`config.mk`:
```
export PLATFORM = sky130hd
export DESIGN_NAME = logicnets_input_packer
export DESIGN_NICKNAME = d
export VERILOG_FILES = /design/src/rtl/logicnets_pkg.sv /design/src/rtl/logicnets_hold_reg.sv /design/src/rtl/logicnets_input_packer.sv
export SDC_FILE = /design/constraint.sdc
export NUM_CORES = 1
export LEC_CHECK = 0
export CORE_MARGIN = 2
export CORE_UTILIZATION = 45
export CTS_BUF_LIST = sky130_fd_sc_hd__clkbuf_4
export DETAILED_ROUTE_END_ITERATION = 8
export PLACE_DENSITY = 0.72
export SLEW_MARGIN = 15
export SYNTH_ARGS = -nofsm -noshare
export SYNTH_HDL_FRONTEND = slang
export SYNTH_SLANG_ARGS = --single-unit
```
`constraint.sdc`:
```
create_clock -name clk -period 4.4 [get_ports clk]
set_input_delay 0.88 -clock clk [delete_from_list [all_inputs] [get_ports clk]]
set_output_delay 0.88 -clock clk [all_outputs]
set_load 0.02 [all_outputs]
```
`src/rtl/logicnets_pkg.sv`:
```
// logicnets_pkg: shared types, defaults and width helper for the LogicNets front end
package logicnets_pkg;
  typedef enum logic {FILL, WAIT} state_t;
  localparam int DEF_FEAT_BITS = 2;
  function automatic int idx_w(input int n);
    return (n > 1) ? $clog2(n) : 1;
  endfunction
endpackage

```
`src/rtl/logicnets_hold_reg.sv`:
```
// logicnets_hold_reg: one-entry valid/ready output register with load, hold and drain
module logicnets_hold_reg #(
  parameter int W = 8
) (
  input  logic         clk,
  input  logic         rst,
  input  logic         load,
  input  logic [W-1:0] din,
  output logic         space,
  output logic         valid,
  input  logic         ready,
  output logic [W-1:0] data
);
  // The slot is reusable when empty or when it drains on this edge.
  assign space = !valid || ready;
  always_ff @(posedge clk or posedge rst)
    if (rst) begin
      valid <= 1'b0;
      data  <= '0;
    end else if (space) begin
      valid <= load;
      if (load) data <= din;
    end
endmodule

```
`src/rtl/logicnets_input_packer.sv`:
```
// logicnets_input_packer: packs NUM_FEATS quantized features into one frame for layer 1
module logicnets_input_packer
  import logicnets_pkg::*;
#(
  parameter int NUM_FEATS = 16,
  parameter int FEAT_BITS = DEF_FEAT_BITS,
  parameter int CNT_W     = 16
) (
  input  logic                           clk,
  input  logic                           rst,
  input  logic                           s_valid,
  output logic                           s_ready,
  input  logic [FEAT_BITS-1:0]           s_data,
  input  logic                           s_last,
  output logic                           m_valid,
  input  logic                           m_ready,
  output logic [NUM_FEATS*FEAT_BITS-1:0] m_data,
  output logic                           err_len,
  output logic [CNT_W-1:0]               frame_cnt
);
  localparam int OUT_W = NUM_FEATS * FEAT_BITS;
  localparam int IW = idx_w(NUM_FEATS);
  localparam logic [IW-1:0] LAST = IW'(NUM_FEATS - 1);
  state_t state, state_n;
  logic [IW-1:0] idx, idx_n;
  logic [OUT_W-1:0] frame_q, frame_n, din;
  logic rdy, take, at_end, load, space, err_n;
  assign s_ready = rdy;
  assign take = s_valid && rdy;
  assign at_end = idx == LAST;
  // Assembly view including the feature being written this cycle.
  always_comb begin
    frame_n = frame_q;
    frame_n[idx*FEAT_BITS +: FEAT_BITS] = s_data;
  end
  always_comb begin
    load = (state == WAIT) ? space : take && at_end && space;
    state_n = ((state == WAIT) || (take && at_end)) && !space ? WAIT : FILL;
    idx_n = !take ? idx : (at_end || s_last) ? '0 : idx + 1'b1;
    din = (state == WAIT) ? frame_q : frame_n;
    err_n = take && (at_end ? !s_last : s_last);
  end
  always_ff @(posedge clk or posedge rst)
    if (rst) begin
      state     <= FILL;
      idx       <= '0;
      frame_q   <= '0;
      rdy       <= 1'b0;
      err_len   <= 1'b0;
      frame_cnt <= '0;
    end else begin
      state   <= state_n;
      idx     <= idx_n;
      rdy     <= state_n == FILL;
      err_len <= err_n;
      if (take) frame_q <= frame_n;
      if (m_valid && m_ready) frame_cnt <= frame_cnt + 1'b1;
    end
  logicnets_hold_reg #(.W(OUT_W)) u_hold (
    .clk   (clk),
    .rst   (rst),
    .load  (load),
    .din   (din),
    .space (space),
    .valid (m_valid),
    .ready (m_ready),
    .data  (m_data)
  );
endmodule

```
* Yosys cells after proc, flatten, opt, wreduce, memory -nomap -nowiden
Cells that the tools add are included.
** Word-level totals
- Logic and storage cells :: 34
- Memories :: 0
- Bits in writable memories :: 0
- Output and inout port bits :: 51
- Memory bits (read-only) :: 0
- Input port bits :: 7
- Flip-flop bits (word level) :: 88
- Bits in latches :: 0
** Operators by class
- Multiply operators :: 0
- Add/sub/neg operators :: 3
- Muxes and demuxes :: 6
- Order comparisons :: 0
- Shift operators :: 2
- Divide/modulo/power cells :: 0
- Bitwise gates (word level) :: 1
- Reduce and logical (&&, ||, !) cells :: 13
- Eq/ne operators :: 1
** Operator list (number)
- negation 5 -> 34 bit :: 1
- variable shift 2 x 34 -> 32 bit, first input constant :: 1
- variable part select 2 x 34 -> 32 bit :: 1
- bitwise mux 32 bit :: 1
- 2-to-1 mux 32 bit :: 1
- adder 16 x 1 -> 16 bit, second input constant :: 1
- logical AND 1 bit :: 6
- adder 4 x 1 -> 4 bit, second input constant :: 1
- == test 4 bit, second input constant :: 1
- 2-to-1 mux 4 bit :: 1
- zero test 1 bit :: 3
- logical OR 1 bit :: 3
- 2-to-1 mux 1 bit :: 3
- AND reduction 2 bit :: 1
- inverter 1 bit :: 1

* Longest topological paths before layout
- Depth after elaboration :: 6
- Gate-level depth with buffers :: 9
- Depth with buffers taken out :: 6

* Modules after synthesis
From an unflattened synthesis, not the netlist that was laid out.
** Second synthesis, totals
- Cells, all modules :: 340
- Area, all modules :: 4448.0 um^2
** By module, submodules not included
- logicnets_input_packer :: area an instance 3052.9 um^2, cells each 268, times used 1
- logicnets_hold_reg :: area an instance 1395.1 um^2, cells each 72, times used 1

* Worst setup path after synthesis
Ideal clock, no wire load.
- Path type :: register -> register
- Start point :: register idx[0]
- End point :: register u_hold.data[24]
- Buffers on the path :: 2
- Slack :: 1935 ps
- Stages on the path, launching flop included :: 9
- Clock period less this slack :: 2465 ps
- Arrival time :: 2328 ps
- Path through :: dfrtp_1 -> buf_2 -> buf_2 -> inv_1 -> ha_1 -> or4_1 -> a2111oi_4 -> mux2i_1 -> a21oi_1
** On the way
- Cells in the longest elaborated chain, start to end :: 5
** RTL lines
- start, declared :: line logicnets_input_packer.sv:25 : logic [IW-1:0] idx, idx_n;
- start signal, assigned :: line logicnets_input_packer.sv:53 : idx <= idx_n;
- branches (longest 5 deep; another with negation 5 -> 34 bit)
- end signal, assigned :: line logicnets_hold_reg.sv:22 : if (load) data <= din;
- end, declared :: line logicnets_hold_reg.sv:12 : output logic [W-1:0] data
Several ways; the timed one is not identified.
A chain may end at the register's enable or synchronous reset.

* Final worst setup path
- Start point :: register idx[0]
- End point :: register frame_q[20]
** On the way
- Cells in the longest elaborated chain, start to end :: 3
** RTL lines
- negation 5 -> 34 bit (*) :: line logicnets_input_packer.sv:34 : frame_n[idx*FEAT_BITS +: FEAT_BITS] = s_data;
- variable part select 2 x 34 -> 32 bit / variable shift 2 x 34 -> 32 bit (equally long branches) :: line logicnets_input_packer.sv:34
- bitwise mux 32 bit (*) :: line logicnets_input_packer.sv:34
- end signal, assigned :: line logicnets_input_packer.sv:56 : if (take) frame_q <= frame_n;
- end, declared :: line logicnets_input_packer.sv:26 : logic [OUT_W-1:0] frame_q, frame_n, din;
Every way passes the cells marked *; elsewhere a longest branch is shown, timed or not.

==> summary.md <==
| Metric | Value |
|---|---|
| Status | `complete, no violations` |
| Least-Margin Pin Slew | `between 0.8 and 0.9 ns` |
| Drt initial violations | `roughly 220` |
| Total design power | `between 0.0015 and 0.002 W` |
| Largest net degree at the start of global routing | `65` |
| Worst Hold Depth | `1` |
| Post-route setup TNS | `0 ns` |
| Placed cell count | `between 500 and 600` |
| Fin area | `0.00521 mm^2` |
| EDFF count, synth | `0` |
| RePlAce Congestion | `0.937` |
| CTS Buffer Depth | `2` |
| Worst-Skew Late Latency | `~0.44 ns` |
| DRC | `0` |
| Syn Nets | `between 400 and 500` |
| Crit path max-delay family | `flip-flops` |
| Worst r2r src | `idx[0]` |
| Vias | `roughly 3.3k` |
| Maxcap violations | `0` |
| First-pass GRT wire length | `around 16 mm` |
| Max-slew violation count | `0` |
| Hold path start | `frame_cnt[15]` |
| Row count | `36` |
| Final wirelength | `~10 mm` |
| Crit. path cell count | `6` |
| DR WL/cell | `16.7 um` |
| Number of global-route vias before repair | `roughly 3.3k` |
| Startpoint Class | `register` |
| NumNets Final | `about 460` |
| Power Density | `333 mW/mm^2` |
| Area growth syn-to-layout | `17.6%` |
| CTS Sinks | `between 80 and 90` |
| Slowest-stage cell, CP | `dfrtp_1` |
| Chip Height | `about 100 um` |
| HP Class | `register to register` |
| Critical-path maximum fanout | `22` |
| Sequential share of the synthesized area | `0.497` |
| Clk root buf | `clkbuf_4` |
| FMAX | `0.330 GHz` |
| Starting Density | `0.459` |
| Area contributors post-synth | `dfrtp_1 50%, mux2_2 7.1%, a21oi_1 6.6%` |
| N_diodes | `0` |
| Clock Skews | `between 0.01 and 0.015 ns` |
| Crit share post-route | `0.688` |
| Setup CP Type | `register to register` |
| Post-DP HPWL | `between 6 and 7 mm` |
| Overall Global Routing Usage | `0.195` |
| Core area | `0.00964 mm^2` |
| Synth Area in Compound Gates | `0.136` |
| Die area | `about 0.011 mm^2` |
| Post-synthesis xor/xnor area fraction | `0.0353` |
| CP required | `4.73 ns` |
| Largest family of logic cells by synthesized area | `simple AND/OR/NAND/NOR gates` |
| Share of the synthesized area in the top cell type | `0.497` |
| Ys async rst share | `1.00` |
| Static Leakage | `2.26 nW` |
| Critical path buffer and inverter count | `1` |
| Synthesis Warnings | `0` |
| Synth Instances | `just over 400` |
| Reg2reg end | `frame_q[20]` |
| Worst r2r path cells | `6` |
| Hold_buf cts | `0` |
| Placed inst area | `0.00508 mm^2` |
| Total CTS buffers | `9` |
| VDD IR max | `just under 0.2 mV` |
| Adder-Cell Fraction of Synth Area | `0.0141` |
| Mux share of post-synthesis cell area | `0.138` |
| R2R Setup Slk | `about 1.4 ns` |
| Slew HR | `0.414` |
| Yosys top cell by area | `dfrtp_1` |
| Final Hold Viols | `0` |
| IO Pins | `58` |
| Pre-antenna DRT Iters | `4` |
| Avg Synthesized Cell Area | `approximately 11 um^2` |
| Most common cell in the netlist | `dfrtp_1` |
| Post-Syn Area | `between 0.004 and 0.005 mm^2` |
| Min Tclk post-route | `just over 3 ns` |
| Critical path's largest stage delay | `around 0.76 ns` |
| Routed vias/inst | `roughly 5.6` |
| Cells along the critical path | `inv_1 -> ha_1 -> nand3_1 -> a2111oi_1 -> nand2_1 -> mux2_1` |
| Synth top cells by count | `88 x dfrtp_1, 58 x a21oi_1, 28 x mux2_2, 26 x mux2i_1, 21 x clkbuf_1` |
| Crit path DAT | `approximately 3.4 ns` |
| Final setup vio count | `0` |
| Synth Flop Type | `dfrtp_1` |
| Clk slew on worst S/H paths | `~0.15 ns` |
| Cell Count, Final, Fillers Out | `589` |
| Seq cells post-synth | `88` |
| H-tree depth | `3` |
| Horizontal die dimension | `103 um` |
| CP endpoint kind | `register` |
| Hold endpoint | `frame_cnt[15]` |
| Initial antenna violation count | `0` |
| Setup bufs post-CTS | `0` |
| Resize count post-CTS | `0` |
| Cell variety after synth | `55` |
| PortBufs | `57` |
| Grt total ovfl | `0` |
| RSZ-0062 raised after global routing | `no` |
| Final ANT Viol Nets | `0` |
| Synth Area in Simple Gates | `0.145` |
| CTS tree | `built` |
| Share of layout cells above drive strength 1 | `0.143` |
[worst register-to-register path: stages, from the launching register on]
cell and delay (ns):
dfrtp_1 0.76, inv_1 0.10, ha_1 0.64, nand3_1 0.26, a2111oi_1 0.65, nand2_1 0.19
mux2_1 0.34
[area by class of cell]
class,count,area [um^2]
multi-input cells,282,2080
clock buffers,9,67.6
fillers,886,4430
inverters,8,32.5
flip-flops and latches,88,2200
well taps,133,166
repair buffers,62,608
clock inverters,7,55.1
[routing by layer]
layer  global-route usage  share of wire  wire [um]  vias to the layer above
met5                    0              0          0                        -
met4               0.0526          0.013        128                        0
met3               0.0437          0.041        402                       12
met2                0.314           0.48       4680                       66
li1                     -              -          -                     1560
met1                0.270           0.47       4620                     1635
[through the flow]
step	hold WS [ns]	setup WS [ns]	utilization
final	0.480	1.37	0.540
after global routing	0.522	1.15	0.540
after CTS	0.486	1.46	0.540
after detailed placement	0.462	1.43	0.527
after global placement	0.459	1.45	0.527
after floorplan	0.458	1.24	-
[flip-flops by register name, indices dropped and copies added, names as in the netlist]
register,count
frame_q,32
u_hold.data,32
frame_cnt,16
idx,4
err_len,1
s_ready,1
state,1
u_hold.valid,1
[worst max-delay path by stage]
stage,from,end,slack (ns)
after floorplan,rst,err_len,1.24
after global placement,s_valid,frame_q[15],1.45
after detailed placement,s_valid,frame_q[14],1.43
after CTS,idx[0],frame_q[20],1.46
after global routing,idx[0],frame_q[16],1.15
final,idx[0],frame_q[20],1.37
[cells in the final DEF, fill, tap and decap left out, types with 4 or more instances in the layout]
cell / netlist / final
nor3_1: 6 / 6
xor2_1: 4 / 4
clkdlybuf4s50_1: 0 / 57
a21oi_1: 58 / 58
a31oi_1: 6 / 6
inv_1: 8 / 7
mux2_2: 28 / 28
nand2b_1: 4 / 4
dfrtp_1: 88 / 88
nand4_1: 5 / 5
xnor2_1: 12 / 12
buf_4: 2 / 5
nor4_1: 4 / 4
clkbuf_4: 0 / 9
o21ai_0: 13 / 13
nand3_1: 18 / 18
o21ai_1: 4 / 4
ha_1: 5 / 5
nand2_1: 20 / 20
mux2i_1: 26 / 26
nor2_1: 14 / 14
o211ai_1: 4 / 4
[kinds of logic after synthesis]
logic type,Yosys count
flops,88
buf+inv,37
xor+xnor,17
fa+ha+maj,5
mux,57
simple gates,104
compound gates,99
[power breakdown]
part	switching (W)	internal (W)
logic	0.000241	0.000150
clock network	0.000294	0.000123
registers	0.0000523	0.000873
total	0.000586	0.00115
Note: power is estimated with default switching activity, not from simulation.
